<file path="config.mk">
export PLATFORM = sky130hd
export DESIGN_NAME = oscilo_aux_units_flat
export DESIGN_NICKNAME = d
export VERILOG_FILES = /design/src/rtl/oscilo_aux_units_if.sv /design/src/rtl/oscilo_aux_units.sv /design/src/flat_wrapper.sv
export SDC_FILE = /design/constraint.sdc
export NUM_CORES = 1
export LEC_CHECK = 0
export CAP_MARGIN = 20
export CORE_MARGIN = 3
export CORE_UTILIZATION = 34
export DETAILED_ROUTE_END_ITERATION = 10
export GPL_TIMING_DRIVEN = 0
export PLACE_DENSITY_LB_ADDON = 0.3
export REMOVE_ABC_BUFFERS = 1
export SETUP_SLACK_MARGIN = 0.4
export SLEW_MARGIN = 20
export SYNTH_ARGS = -nofsm -noshare
export SYNTH_HDL_FRONTEND = slang
export SYNTH_SLANG_ARGS = --single-unit
export TNS_END_PERCENT = 50
</file>
<file path="constraint.sdc">
create_clock -name i_clk -period 3.5 [get_ports i_clk]
set_input_delay 1.05 -clock i_clk [delete_from_list [all_inputs] [get_ports i_clk]]
set_output_delay 1.05 -clock i_clk [all_outputs]
set_load 0.05 [all_outputs]
</file>
<file path="src/rtl/oscilo_aux_units_if.sv">
// oscilo_aux_units_if: dispatcher-side bundle for the oscilloscope auxiliary units.
// Signals:
//   adc_clk/adc_data                       sampler strobe in, synthetic ADC sample out
//   mc_activate/mc_done                    memory-filler enable in, finished out
//   mc_mem_clk/addr/data/we                sample-memory write port out
//   rp_activate/rp_done                    echo-unit enable in, finished out
//   rx_ready/rx_data                       received UART byte in
//   tx_active/tx_done                      UART transmitter status in
//   rp_tx_data/rp_tx_start                 byte and start request to the transmitter out
// Modports: master = dispatcher/sampler side, slave = oscilo_aux_units.
interface oscilo_aux_units_if;
    logic       adc_clk;
    logic [7:0] adc_data;
    logic       mc_activate;
    logic       mc_done;
    logic       mc_mem_clk;
    logic [7:0] mc_mem_addr;
    logic [7:0] mc_mem_data;
    logic       mc_mem_we;
    logic       rp_activate;
    logic       rp_done;
    logic       rx_ready;
    logic [7:0] rx_data;
    logic       tx_active;
    logic       tx_done;
    logic [7:0] rp_tx_data;
    logic       rp_tx_start;

    modport master (
        output adc_clk, mc_activate, rp_activate, rx_ready, rx_data, tx_active, tx_done,
        input  adc_data, mc_done, mc_mem_clk, mc_mem_addr, mc_mem_data, mc_mem_we,
               rp_done, rp_tx_data, rp_tx_start
    );

    modport slave (
        input  adc_clk, mc_activate, rp_activate, rx_ready, rx_data, tx_active, tx_done,
        output adc_data, mc_done, mc_mem_clk, mc_mem_addr, mc_mem_data, mc_mem_we,
               rp_done, rp_tx_data, rp_tx_start
    );
endinterface

</file>
<file path="src/rtl/oscilo_aux_units.sv">
// oscilo_aux_units: synthetic ADC counter, 256-entry sample-memory filler and one-byte UART echo.
// Ports:
//   i_clk    system clock, all logic on its rising edge
//   i_reset  synchronous active-low reset
//   if_bus   oscilo_aux_units_if.slave (ADC, memory-filler, echo and UART signals)
module oscilo_aux_units (
    input  logic                  i_clk,
    input  logic                  i_reset,
    oscilo_aux_units_if.slave     if_bus
);
    typedef enum logic [2:0] {MC_IDLE, MC_WAIT_FILL, MC_WRITE_LO, MC_WRITE_HI, MC_DONE} mc_state_t;
    typedef enum logic [2:0] {RP_IDLE, RP_WAIT_RX, RP_SEND, RP_WAIT_TX, RP_DONE} rp_state_t;

    logic       r_adc_prev;
    logic [7:0] r_adc_data;

    mc_state_t  r_mc_state;
    logic [7:0] r_mc_addr;
    logic [7:0] r_mc_fill;
    logic [7:0] r_mc_addr_o;
    logic [7:0] r_mc_data_o;
    logic       r_mc_we;
    logic       r_mc_clk;
    logic       r_mc_done;

    rp_state_t  r_rp_state;
    logic [7:0] r_rp_tx_data;
    logic       r_rp_tx_start;
    logic       r_rp_done;

    always_ff @(posedge i_clk) begin
        if (!i_reset) begin
            r_adc_prev <= 1'b0;
            r_adc_data <= 8'd0;
        end else begin
            r_adc_prev <= if_bus.adc_clk;
            if (if_bus.adc_clk && !r_adc_prev)
                r_adc_data <= r_adc_data + 8'd1;
        end
    end

    // Memory-port outputs are a registered decode of the current state, so address and
    // data are stable for a full cycle before each mem_clk rising edge.
    always_ff @(posedge i_clk) begin
        if (!i_reset) begin
            r_mc_state  <= MC_IDLE;
            r_mc_addr   <= 8'd0;
            r_mc_fill   <= 8'd0;
            r_mc_addr_o <= 8'd0;
            r_mc_data_o <= 8'd0;
            r_mc_we     <= 1'b0;
            r_mc_clk    <= 1'b0;
            r_mc_done   <= 1'b0;
        end else if (!if_bus.mc_activate) begin
            r_mc_state <= MC_IDLE;
            r_mc_we    <= 1'b0;
            r_mc_clk   <= 1'b0;
            r_mc_done  <= 1'b0;
        end else begin
            r_mc_we   <= (r_mc_state == MC_WRITE_LO) || (r_mc_state == MC_WRITE_HI);
            r_mc_clk  <= r_mc_state == MC_WRITE_HI;
            r_mc_done <= r_mc_state == MC_DONE;
            if (r_mc_state == MC_WRITE_LO) begin
                r_mc_addr_o <= r_mc_addr;
                r_mc_data_o <= r_mc_fill;
            end
            case (r_mc_state)
                MC_IDLE:      r_mc_state <= MC_WAIT_FILL;
                MC_WAIT_FILL: if (if_bus.rx_ready) begin
                    r_mc_fill  <= if_bus.rx_data;
                    r_mc_addr  <= 8'd0;
                    r_mc_state <= MC_WRITE_LO;
                end
                MC_WRITE_LO:  r_mc_state <= MC_WRITE_HI;
                MC_WRITE_HI:  if (r_mc_addr == 8'hFF) begin
                    r_mc_state <= MC_DONE;
                end else begin
                    r_mc_addr  <= r_mc_addr + 8'd1;
                    r_mc_state <= MC_WRITE_LO;
                end
                MC_DONE:      r_mc_state <= MC_DONE;
                default:      r_mc_state <= MC_IDLE;
            endcase
        end
    end

    always_ff @(posedge i_clk) begin
        if (!i_reset) begin
            r_rp_state    <= RP_IDLE;
            r_rp_tx_data  <= 8'd0;
            r_rp_tx_start <= 1'b0;
            r_rp_done     <= 1'b0;
        end else if (!if_bus.rp_activate) begin
            r_rp_state    <= RP_IDLE;
            r_rp_tx_start <= 1'b0;
            r_rp_done     <= 1'b0;
        end else begin
            r_rp_tx_start <= 1'b0;
            case (r_rp_state)
                RP_IDLE:    r_rp_state <= RP_WAIT_RX;
                RP_WAIT_RX: if (if_bus.rx_ready) begin
                    r_rp_tx_data <= if_bus.rx_data;
                    r_rp_state   <= RP_SEND;
                end
                RP_SEND:    if (!if_bus.tx_active) begin
                    r_rp_tx_start <= 1'b1;
                    r_rp_state    <= RP_WAIT_TX;
                end
                RP_WAIT_TX: if (if_bus.tx_done) begin
                    r_rp_done  <= 1'b1;
                    r_rp_state <= RP_DONE;
                end
                RP_DONE:    r_rp_state <= RP_DONE;
                default:    r_rp_state <= RP_IDLE;
            endcase
        end
    end

    assign if_bus.adc_data    = r_adc_data;
    assign if_bus.mc_done     = r_mc_done;
    assign if_bus.mc_mem_clk  = r_mc_clk;
    assign if_bus.mc_mem_addr = r_mc_addr_o;
    assign if_bus.mc_mem_data = r_mc_data_o;
    assign if_bus.mc_mem_we   = r_mc_we;
    assign if_bus.rp_done     = r_rp_done;
    assign if_bus.rp_tx_data  = r_rp_tx_data;
    assign if_bus.rp_tx_start = r_rp_tx_start;
endmodule

</file>
<file path="src/flat_wrapper.sv">
// flat-port wrapper written by rule: the top's interface ports become plain ports
module oscilo_aux_units_flat 
  (i_clk, i_reset, if_bus_adc_clk, if_bus_mc_activate, if_bus_rp_activate, if_bus_rx_ready, if_bus_rx_data, if_bus_tx_active, if_bus_tx_done, if_bus_adc_data, if_bus_mc_done, if_bus_mc_mem_clk, if_bus_mc_mem_addr, if_bus_mc_mem_data, if_bus_mc_mem_we, if_bus_rp_done, if_bus_rp_tx_data, if_bus_rp_tx_start);
  oscilo_aux_units_if if_bus_i ();
  input  logic i_clk;
  input  logic i_reset;
  input wire logic [$bits(if_bus_i.adc_clk)-1:0] if_bus_adc_clk;
  input wire logic [$bits(if_bus_i.mc_activate)-1:0] if_bus_mc_activate;
  input wire logic [$bits(if_bus_i.rp_activate)-1:0] if_bus_rp_activate;
  input wire logic [$bits(if_bus_i.rx_ready)-1:0] if_bus_rx_ready;
  input wire logic [$bits(if_bus_i.rx_data)-1:0] if_bus_rx_data;
  input wire logic [$bits(if_bus_i.tx_active)-1:0] if_bus_tx_active;
  input wire logic [$bits(if_bus_i.tx_done)-1:0] if_bus_tx_done;
  output wire logic [$bits(if_bus_i.adc_data)-1:0] if_bus_adc_data;
  output wire logic [$bits(if_bus_i.mc_done)-1:0] if_bus_mc_done;
  output wire logic [$bits(if_bus_i.mc_mem_clk)-1:0] if_bus_mc_mem_clk;
  output wire logic [$bits(if_bus_i.mc_mem_addr)-1:0] if_bus_mc_mem_addr;
  output wire logic [$bits(if_bus_i.mc_mem_data)-1:0] if_bus_mc_mem_data;
  output wire logic [$bits(if_bus_i.mc_mem_we)-1:0] if_bus_mc_mem_we;
  output wire logic [$bits(if_bus_i.rp_done)-1:0] if_bus_rp_done;
  output wire logic [$bits(if_bus_i.rp_tx_data)-1:0] if_bus_rp_tx_data;
  output wire logic [$bits(if_bus_i.rp_tx_start)-1:0] if_bus_rp_tx_start;
  assign if_bus_i.adc_clk = if_bus_adc_clk;
  assign if_bus_i.mc_activate = if_bus_mc_activate;
  assign if_bus_i.rp_activate = if_bus_rp_activate;
  assign if_bus_i.rx_ready = if_bus_rx_ready;
  assign if_bus_i.rx_data = if_bus_rx_data;
  assign if_bus_i.tx_active = if_bus_tx_active;
  assign if_bus_i.tx_done = if_bus_tx_done;
  assign if_bus_adc_data = if_bus_i.adc_data;
  assign if_bus_mc_done = if_bus_i.mc_done;
  assign if_bus_mc_mem_clk = if_bus_i.mc_mem_clk;
  assign if_bus_mc_mem_addr = if_bus_i.mc_mem_addr;
  assign if_bus_mc_mem_data = if_bus_i.mc_mem_data;
  assign if_bus_mc_mem_we = if_bus_i.mc_mem_we;
  assign if_bus_rp_done = if_bus_i.rp_done;
  assign if_bus_rp_tx_data = if_bus_i.rp_tx_data;
  assign if_bus_rp_tx_start = if_bus_i.rp_tx_start;
  oscilo_aux_units u_core (.i_clk(i_clk), .i_reset(i_reset), .if_bus(if_bus_i));
endmodule
</file>
**Word level (Yosys, flattened, before mapping)**

Index checks and enable logic that the tools add are counted.

- $add $sub $neg: 2
- Muxes and demuxes: 10
- Eq/ne operators: 14
- Reductions and logical operators: 15

Operator list:

| kind | count |
|---|---|
| $pmux 3 s5 | 2 |
| $add 8x1->8 const B | 2 |
| $mux 8 | 2 |
| $pmux 8 s2 | 1 |
| $eq 3x2->1 const B | 4 |
| $mux 3 | 4 |
| $reduce_and 3->1 | 4 |
| $ne 2x2->1 const B | 5 |
| $eq 8x8->1 const B | 1 |
| $reduce_and 2->1 | 4 |
| $eq 3x1->1 const B | 2 |
| $eq 3x3->1 const B | 2 |
| $logic_not 3->1 | 2 |
| $reduce_and 4->1 | 1 |
| $reduce_bool 2->1 | 1 |
| $logic_and 1x1->1 | 1 |
| $logic_not 1->1 | 1 |
| $logic_or 1x1->1 | 1 |
| $mux 1 | 1 |

- Bits in registers: 60
- Output and inout port bits: 37
- Logic and storage cells: 55

**Depth between registers and ports, before layout**

Gate-level depths: netlist of the first run.

- Word-level depth: 3
- Gate-level depth with buffers: 6
- Depth with buffers taken out: 5

**Least setup slack after synthesis of the first run**

OpenSTA, ideal clock, no wires.

- Path type: input -> register
- From: input if_bus_rx_ready
- To: register u_core.r_rp_tx_data[0] (netlist: u_core.if_bus.rp_tx_data[0])
- Setup slack: 1.542 ns
- Data required time: 3.383 ns
- Stages: 4
- Data arrival time: 1.840 ns
- Cell sequence: nor2b_1 -> nand3_1 -> mux2i_1 -> nor2b_1

- Word-level cells in the longest chain between the ends: 1

Ends and longest elaborated chain:

| element | RTL line | source |
|---|---|---|
| start: declaration | flat_wrapper.sv:10 | `input wire logic [$bits(if_bus_i.rx_ready)-1:0] if_bus_rx_ready;` |
| $reduce_and 3->1 (no line) | - |  |
| end signal: assignment | oscilo_aux_units.sv:102 | `r_rp_tx_data <= if_bus.rx_data;` |
| end: declaration | oscilo_aux_units.sv:27 | `logic [7:0] r_rp_tx_data;` |

No other way between the ends.
A chain may end at the register's enable or synchronous reset.

**Final worst setup path of the first run**

- From: register u_core.r_adc_data[0] (netlist: u_core.if_bus.adc_data[0])
- To: output if_bus_adc_data[0]

RTL lines:

| element | RTL line | source |
|---|---|---|
| start: declaration | oscilo_aux_units.sv:15 | `logic [7:0] r_adc_data;` |
| start signal: assignment | oscilo_aux_units.sv:38 | `r_adc_data <= r_adc_data + 8'd1;` |
| end: declaration | flat_wrapper.sv:14 | `output wire logic [$bits(if_bus_i.adc_data)-1:0] if_bus_adc_data;` |

No word-level cell between the ends.

==> results of run 1 <==
power groups by stage:
stage                     registers, mW  logic (mW)  clock network, mW
after global routing              0.702      0.0990              0.697
final                             0.701      0.0912              0.637
after detailed placement          0.716      0.0917                  0
after global placement            0.716      0.0896                  0
after CTS                         0.701      0.0922              0.665
after floorplan                   0.729      0.0329                  0
per-layer routing:
| metal | GRT usage (%) | vias up | routed length [um] |
|---|---|---|---|
| li1 | - | 1005 | - |
| met1 | 17.15 | 897 | 2614 |
| met2 | 20.11 | 52 | 2243 |
| met3 | 5.882 | 9 | 281 |
| met4 | 5.276 | 0 | 99 |
| met5 | 0 | - | 0 |
cells by family (layout without fill, tap and decap cells):
logic type	count (synthesis)	after routing	synth area share, %
AO/OA/AOI/OAI	40	40	12.23
multiplexers	18	18	7.310
flip-flops	60	60	48.73
adder cells (fa/ha/maj)	2	2	1.015
XOR/XNOR	7	7	2.487
AND/OR/NAND/NOR	121	121	25.94
buffers and inverters	12	69	2.284
layout make-up:
| type | instances | area share (%) |
|---|---|---|
| Inverter | 1 | 0.1145 |
| Tap cell | 96 | 3.666 |
| Timing Repair Buffer | 53 | 16.34 |
| Sequential cell | 60 | 36.66 |
| Clock buffer | 14 | 5.269 |
| Clock inverter | 1 | 0.9164 |
| Multi-Input combinational cell | 188 | 37.04 |
per-stage QoR:
step                hold WS (ps)  power, mW  instances
floorplan                  430.1     0.7623        249
global placement           435.2     0.8056        397
detailed placement         442.5     0.8081        398
CTS                        450.9      1.458        413
global route               479.9      1.499        413
finish                     447.7      1.430        413
how the worst max path moves through the flow:
stage | startpoint | to | slack, ps | cells after the start
global route | u_core.if_bus.adc_data[0] | if_bus_adc_data[0] | 750 | 1
finish | u_core.if_bus.adc_data[0] | if_bus_adc_data[0] | 830 | 1
floorplan | if_bus_mc_activate | u_core.if_bus.mc_mem_addr[0] | 1460 | 4
global placement | i_reset | u_core.r_mc_state[1] | 90 | 3
detailed placement | if_bus_mc_activate | u_core.if_bus.mc_mem_addr[3] | 430 | 5
CTS | if_bus_mc_activate | u_core.if_bus.mc_mem_addr[3] | 790 | 5
cell usage in the layout (no fill, tap or decap), types with 2 or more instances in the layout:
cell type / synthesis / layout
nand3_1: 4 / 4
nand3b_1: 3 / 3
clkbuf_8: 0 / 12
and2_1: 9 / 9
ha_1: 2 / 2
xnor2_1: 6 / 6
o221a_2: 2 / 2
nor2b_1: 20 / 20
a21oi_1: 4 / 4
nand2_1: 48 / 48
dfxtp_1: 60 / 60
clkbuf_1: 6 / 2
o21a_1: 2 / 2
o211ai_2: 2 / 2
o21ai_0: 4 / 4
a21boi_1: 5 / 5
nand4_1: 7 / 7
nor2_1: 10 / 10
nor3_1: 3 / 3
clkdlybuf4s50_1: 0 / 51
mux2i_1: 18 / 18
nand2b_1: 2 / 2
a21boi_0: 13 / 13
sequential cells by signal (all words and copies together), names as in the netlist, 3 cells and up:
| register | flops |
|---|---|
| u_core.if_bus.adc_data | 8 |
| u_core.if_bus.mc_mem_addr | 8 |
| u_core.if_bus.mc_mem_data | 8 |
| u_core.if_bus.rp_tx_data | 8 |
| u_core.r_mc_addr | 8 |
| u_core.r_mc_fill | 8 |
| u_core.r_mc_state | 3 |
| u_core.r_rp_state | 3 |
==> results.yml, run 1 <==
worst_hold_path:
  min_to: "u_core.if_bus.mc_mem_data[7]"
  min-delay-start: "u_core.r_mc_fill[7]"
  hp-class: "flop to flop"
  min_path_cells: 2
grt:
  grt_pass1_vias: 1858
  grt_pass1_wl_um: 8928
  grt_overflow: 0
  grt_max_degree: 46
  antenna_found_initial: 0
  grt_usage_pct: 13.51
sta:
  setup_viol: 0
  fmax_ghz: 0.3751
  maxSlewViolCount: 0
  rsz0062_at_grt: "no"
  fin_crit_ps: 2666
  fin_ws_ps: 833.8
  hold_viol_final: 0
  tightestPinTransition_ps: 755.4
  period_share_pct: 76.18
  finalClockSkew_ps: 5.117
  fin_tns_setup_ps: 0
  slew_headroom_pct: 49.49
placement:
  hpwl_um: 3433
  io_buffers: 52
  pre_cts_slack_ps: 426.7
  gp_congestion: 0.7684
  placed_area_sq_um: 3068
power_and_ir_drop:
  p_leak_nw: 1.137
  switching_share_pct: 21.71
  p_seq_share_pct: 49.1
  power_switching_mw: 0.3105
  p_comb_share_pct: 6.4
  clockPowerShare_pct: 44.6
  p_per_area_nw_per_um2: 436.4
  p_int_mw: 1.120
  irDropWorstVdd_uv: 235.0
critical_path:
  cp.required_ps: 2450
  rrSetupSlack_ps: 1720
  max_stage_delay_ps: 850
  critical-path-top-delay-family: "buffers and inverters"
  critPathBufInv: 1
  critPathMaxFanout: 6
  start_kind: "flop"
  cpMaxStageDelayCell: "clkdlybuf4s50_1"
  cp.arrival_ps: 1620
  reg2reg_to: "u_core.r_mc_addr[4]"
  ff2ff_path_depth: 5
  worstSetupEndpointType: "output port"
  worstPathCellList: "clkdlybuf4s50_1"
  r2r-start: "u_core.r_mc_addr[0]"
  criticalPathCategory: "flop to output port"
job:
  max-cap-violations: 0
synthesis:
  syn-instance-count: 260
  synth_top_flop_cell: "dfxtp_1"
  yosys.area.top_type_share_pct: 48.73
  yosysMostFrequentCell: "dfxtp_1"
  synth_common_cells: "dfxtp_1 (60), nand2_1 (48), nor2b_1 (20)"
  synth.area.top_cells: "dfxtp_1 (49%), mux2i_1 (7.3%), nand2_1 (7.3%)"
  syn_area_sq_um: 2465
  async_reset_ff_share_pct: 0
  syn_avg_cell_area_sq_um: 9.480
  synth_edf_count: 0
  synthDistinctLibCells: 48
  yosysSeqAreaShare_pct: 48.73
  synth_warnings: 0
  post-synth-top-area-cell: "dfxtp_1"
  ys_ff_latch: 60
finish:
  synthToLayoutAreaGrowth_pct: 32.94
  final_nets: 331
  fin_util_pct: 47.45
  post-route-cell-area_sq_um: 3277
  post_route_cells_drive_above_1_share_pct: 6.940
  ff_latch_area_sq_um: 1201
  multi_input_area_sq_um: 1214
  antennaDiodeCount: 0
  nFillCells: 682
detailed_routing:
  wl_per_cell_um: 12.69
  drt_iter0_markers: 66
  antenna_left: 0
  drc: 0
  wirelength_um: 5239
  firstDrtPassIters: 4
  via_per_inst: 4.753
  vias: 1963
cts:
  cts_tree: "built"
  cts_buffers: 9
  clkTransAtPathRegs_ps: 60
  cts_resized: 0
  hold_buffers: 0
  post_cts_buffers: 0
  cts_sinks: 60
  htreeDepth: 3
  clockBufferDepth: 2
  ctsRootBufferMaster: "clkbuf_8"
  clk_latency_ps: 330
floorplan:
  ios: 53
  dieArea_sq_um: 8307
  core-area_sq_um: 6907
  dieWidth_um: 91.15
  chipHeight_um: 91.15
  rows: 30
  start_util_pct: 35.69
status:
  status: "finished, final reports clean"
Power figures use the tool's default switching activity.
==> inputs of run 2 (changes only) <==
Clock period 3.5 ns to 2.6 ns, I/O delays scaled along.
==> run 2 against run 1 <==
- first-iteration DRC count is 26% lower
- via count is 0.66% higher
- hold slack better by 0.55 ps
- clock power is 35% higher
- flip-flop and latch count stayed put
- die area stayed put
- combinational power is 34% higher
- worst setup slack worse by 480 ps
- critical path depth stayed put
- cell count is 0.73% higher
- critical path type unchanged
- largest cell class unchanged
- highest routed layer unchanged
==> results.yml, run 2 (same netlist as run 1, synthesis figures left out) <==
floorplan:
  dieArea_sq_um: 8307
  ios: 53
  dieWidth_um: 91.15
  core-area_sq_um: 6907
  rows: 30
  start_util_pct: 35.69
  chipHeight_um: 91.15
placement:
  pre_cts_slack_ps: -203.3
  io_buffers: 52
  hpwl_um: 3433
  dpl.cell_count: 398
  placed_area_sq_um: 3068
  gp_congestion: 0.7684
detailed_routing:
  wirelength_um: 5295
  via_per_inst: 4.750
  wl_per_cell_um: 12.73
  antenna_left: 0
  drt_iter0_markers: 49
  firstDrtPassIters: 4
  vias: 1976
  drc: 0
sta:
  period_share_pct: 86.31
  rsz0062_at_grt: "yes"
  fin_crit_ps: 2244
  setup_viol: 0
  fmax_ghz: 0.4456
  hold_viol_final: 0
  maxSlewViolCount: 0
  whs_ps: 448.2
  fin_tns_setup_ps: 0
  tightestPinTransition_ps: 575.4
  slew_headroom_pct: 61.53
  fin_ws_ps: 356.0
  finalClockSkew_ps: 5.174
power_and_ir_drop:
  p_per_area_nw_per_um2: 575.5
  switching_share_pct: 21.71
  p_seq_share_pct: 49.1
  power_switching_mw: 0.4176
  p_leak_nw: 1.516
  clockPowerShare_pct: 44.6
  p_total_mw: 1.923
  irDropWorstVdd_uv: 315.9
  p_comb_share_pct: 6.3
  p_int_mw: 1.506
status:
  status: "finished, final reports clean"
critical_path:
  max_stage_delay_ps: 810
  criticalPathCategory: "flop to output port"
  critPathBufInv: 1
  worstSetupEndpointType: "output port"
  start_kind: "flop"
  critical-path-top-delay-family: "buffers and inverters"
  cp.required_ps: 1820
  cp.arrival_ps: 1460
  worstPathCellList: "clkdlybuf4s50_1"
  critPathMaxFanout: 2
  cpMaxStageDelayCell: "clkdlybuf4s50_1"
grt:
  grt_overflow: 0
  antenna_found_initial: 0
  grt_max_degree: 46
  grt_usage_pct: 13.47
  grt_pass1_wl_um: 8901
  grt_pass1_vias: 1856
job:
  max-cap-violations: 0
finish:
  final_common_cell: "dfxtp_1"
  final_cells: 416
  final_nets: 334
  post-route-cell-area_sq_um: 3342
  synthToLayoutAreaGrowth_pct: 35.58
  antennaDiodeCount: 0
  fin_util_pct: 48.39
  layout_common_cells: "dfxtp_1 (60), nand2_1 (48), clkdlybuf4s50_1 (24)"
  post_route_cells_drive_above_1_share_pct: 7.813
cts:
  clockBufferDepth: 2
  ctsRootBufferMaster: "clkbuf_8"
  cts_sinks: 60
  clk_latency_ps: 330
  cts_buffers: 9
  cts_tree: "built"
  htreeDepth: 3
  clkTransAtPathRegs_ps: 60
worst_hold_path:
  hp-class: "flop to flop"
## run 2: changes by cell type in the layout (fill, tap and decap cells not counted), sizes merged
cell,previous run,this run
dlygate4sd2,0,10
dlymetal6s2s,0,17
clkdlybuf4s50,51,24
buf,2,5
## run 2: cell type report
cell class / instances / area [sq um]
multi-input cells: 188 / 1214
well taps: 96 / 120.1
flip-flops and latches: 60 / 1201
fillers: 674 / 3565
clock buffers: 14 / 172.7
inverters: 1 / 3.754
clock inverters: 1 / 30.03
repair buffers: 56 / 600.6
## run 2: path summary, 6_finish.rpt
check	end	slack [ps]	cells after the start	start
worst max-delay path	if_bus_mc_mem_data[3]	360	1	u_core.if_bus.mc_mem_data[3]
worst min register to register	u_core.if_bus.mc_mem_data[7]	450	2	u_core.r_mc_fill[7]
worst max register to register	u_core.r_mc_addr[4]	820	5	u_core.r_mc_addr[0]
worst min-delay path	u_core.if_bus.mc_mem_data[7]	450	2	u_core.r_mc_fill[7]
## run 2: tightest hold or removal path: cells and delay by family, from the launching register on
kind	cells	cell delay, ps
AOI/OAI and AO/OA	1	50
DFF	1	310
and+or+nand+nor	1	50
## run 2: power by group through the flow
stage / clock network, mW / registers (mW) / logic, mW
2_1_floorplan: 0 / 0.982 / 0.0443
3_3_place_gp: 0 / 0.964 / 0.121
3_5_place_dp: 0 / 0.964 / 0.124
4_1_cts: 0.896 / 0.944 / 0.122
5_1_grt: 0.941 / 0.945 / 0.132
6_report: 0.857 / 0.944 / 0.122
## run 2: routing by layer
metal	routed length (um)	GRT usage, %	share of wire, %	vias to the layer above
li1	-	-	-	1008
met1	2634	17.04	50	911
met2	2286	20.11	43	47
met3	243	5.882	4.6	10
met4	129	5.276	2.4	0
met5	0	0	0	-
## run 2: what timing repair did
action	CTS	global route
setup endpoints to repair	53	51
resized for setup	11	17
hold buffers	0	0
buffers inserted	0	3
gates cloned	0	0
pin swaps	0	1
==> inputs of run 3 (changes only) <==
==> constraint.sdc (replaced) <==
create_clock -name i_clk -period 2.6 [get_ports i_clk]
set_input_delay 0.78 -clock i_clk [delete_from_list [all_inputs] [get_ports i_clk]]
set_output_delay 0.78 -clock i_clk [all_outputs]
set_load 0.01 [all_outputs]
==> run 3 against run 2 <==
- global-route usage hardly changed
- core utilization is 0.43 points lower
- hold slack worse by 0.71 ps
- non-clock buffer count unchanged
- total power fell by 0.86%
- critical path depth unchanged
- cell count unchanged
- design area decreased by 0.90%
==> results.yml, run 3 (same netlist as run 1, synthesis figures left out) <==
status:
  status: "finished, final reports clean"
detailed_routing:
  wirelength_um: 5269
  via_per_inst: 4.719
  wl_per_cell_um: 12.67
  firstDrtPassIters: 4
  antenna_left: 0
  drc: 0
  drt_iter0_markers: 53
  vias: 1963
floorplan:
  rows: 30
  dieArea_sq_um: 8307
  core-area_sq_um: 6907
  ios: 53
  chipHeight_um: 91.15
  start_util_pct: 35.69
  dieWidth_um: 91.15
grt:
  antenna_found_initial: 0
  grt_pass1_vias: 1864
  grt_usage_pct: 13.51
  grt_pass1_wl_um: 8928
  grt_max_degree: 46
  grt_overflow: 0
sta:
  hold_viol_final: 0
  slew_headroom_pct: 61.61
  maxSlewViolCount: 0
  fmax_ghz: 0.4690
  rsz0062_at_grt: "yes"
  period_share_pct: 82.00
  tightestPinTransition_ps: 574.3
  fin_crit_ps: 2132
  finalClockSkew_ps: 6.234
  setup_viol: 0
finish:
  post_route_cells_drive_above_1_share_pct: 7.813
  final_cells: 416
  post-route-cell-area_sq_um: 3312
  final_nets: 334
  fin_util_pct: 47.95
  antennaDiodeCount: 0
  synthToLayoutAreaGrowth_pct: 34.37
  layout_common_cells: "dfxtp_1 (60), clkdlybuf4s50_1 (51), nand2_1 (48)"
  final_common_cell: "dfxtp_1"
  nFillCells: 679
cts:
  cts_sinks: 60
  ctsRootBufferMaster: "clkbuf_8"
  clkTransAtPathRegs_ps: 60
  htreeDepth: 3
  cts_tree: "built"
  clockBufferDepth: 2
  cts_buffers: 9
  clk_latency_ps: 330
placement:
  io_buffers: 52
  dpl.cell_count: 398
  gp_congestion: 0.7684
  placed_area_sq_um: 3068
  hpwl_um: 3433
critical_path:
  start_kind: "flop"
  critPathBufInv: 1
  criticalPathCategory: "flop to output port"
  max_stage_delay_ps: 580
  worstSetupEndpointType: "output port"
  critical-path-top-delay-family: "buffers and inverters"
  cp_num_cells: 1
  cp.required_ps: 1820
  cp.arrival_ps: 1350
  ff2ff_path_depth: 5
  worstPathCellList: "clkdlybuf4s50_1"
  critPathMaxFanout: 6
  cpMaxStageDelayCell: "clkdlybuf4s50_1"
power_and_ir_drop:
  p_total_mw: 1.907
  p_per_area_nw_per_um2: 575.8
  p_leak_nw: 1.153
  irDropWorstVdd_uv: 315.8
worst_hold_path:
  min_path_cells: 2
  hp-class: "flop to flop"
job:
  max-cap-violations: 0
-- run 3: worst reg2reg max path, cell delays in order (launching register included) --
cell      delay [ps]
dfxtp_1          420
ha_1             260
nand4_1          230
o211ai_2         400
nor2_1           100
o221a_2          270
-- run 3: per-stage QoR --
step / setup TNS (ps) / worst slack (ps) / hold WS (ps)
after floorplan: 0 / 834.8 / 430.1
after global routing: 0 / 337.0 / 480.0
final: 0 / 467.9 / 447.5
after CTS: 0 / 425.6 / 450.9
after global placement: -8708 / -541.6 / 435.2
after detailed placement: -2547 / -203.3 / 442.5
-- run 3: path summary, 6_finish.rpt --
| path | startpoint | endpoint | slack [ps] |
|---|---|---|---|
| worst max-delay path | u_core.if_bus.adc_data[0] | if_bus_adc_data[0] | 470 |
| worst min-delay path | u_core.r_mc_fill[7] | u_core.if_bus.mc_mem_data[7] | 450 |
| worst max register to register | u_core.r_mc_addr[0] | u_core.r_mc_addr[4] | 820 |
| worst min register to register | u_core.r_mc_fill[7] | u_core.if_bus.mc_mem_data[7] | 450 |
-- run 3: power breakdown --
part	internal, mW	switching, mW
clock	0.517	0.339
sequential	0.931	0.0131
combinational	0.0598	0.0467
total	1.51	0.399
-- run 3: area by class of cell --
type | instances | area [sq um] | share of cell area (%)
multi-input cells | 188 | 1214 | 36.65
inverters | 1 | 3.754 | 0.1133
clock inverters | 1 | 30.03 | 0.9067
well taps | 96 | 120.1 | 3.627
clock buffers | 14 | 172.7 | 5.213
flip-flops and latches | 60 | 1201 | 36.27
repair buffers | 56 | 570.5 | 17.23
-- run 3: what timing repair did --
| item | 4_1_cts | 5_1_grt |
|---|---|---|
| pin swaps | 0 | 1 |
| hold buffers | 0 | 0 |
| setup endpoints to repair | 16 | 25 |
| hold endpoints to repair | 0 | 0 |
| setup buffers | 0 | 3 |
| resized for setup | 1 | 0 |
| gates cloned | 0 | 0 |
-- run 3: per-layer routing --
layer  up-vias  wire (um)  track usage [%]
li1       1005          -                -
met1       902       2650            17.15
met2        47       2286            20.11
met3         9        235            5.882
met4         0         96            5.276
met5         -          0                0
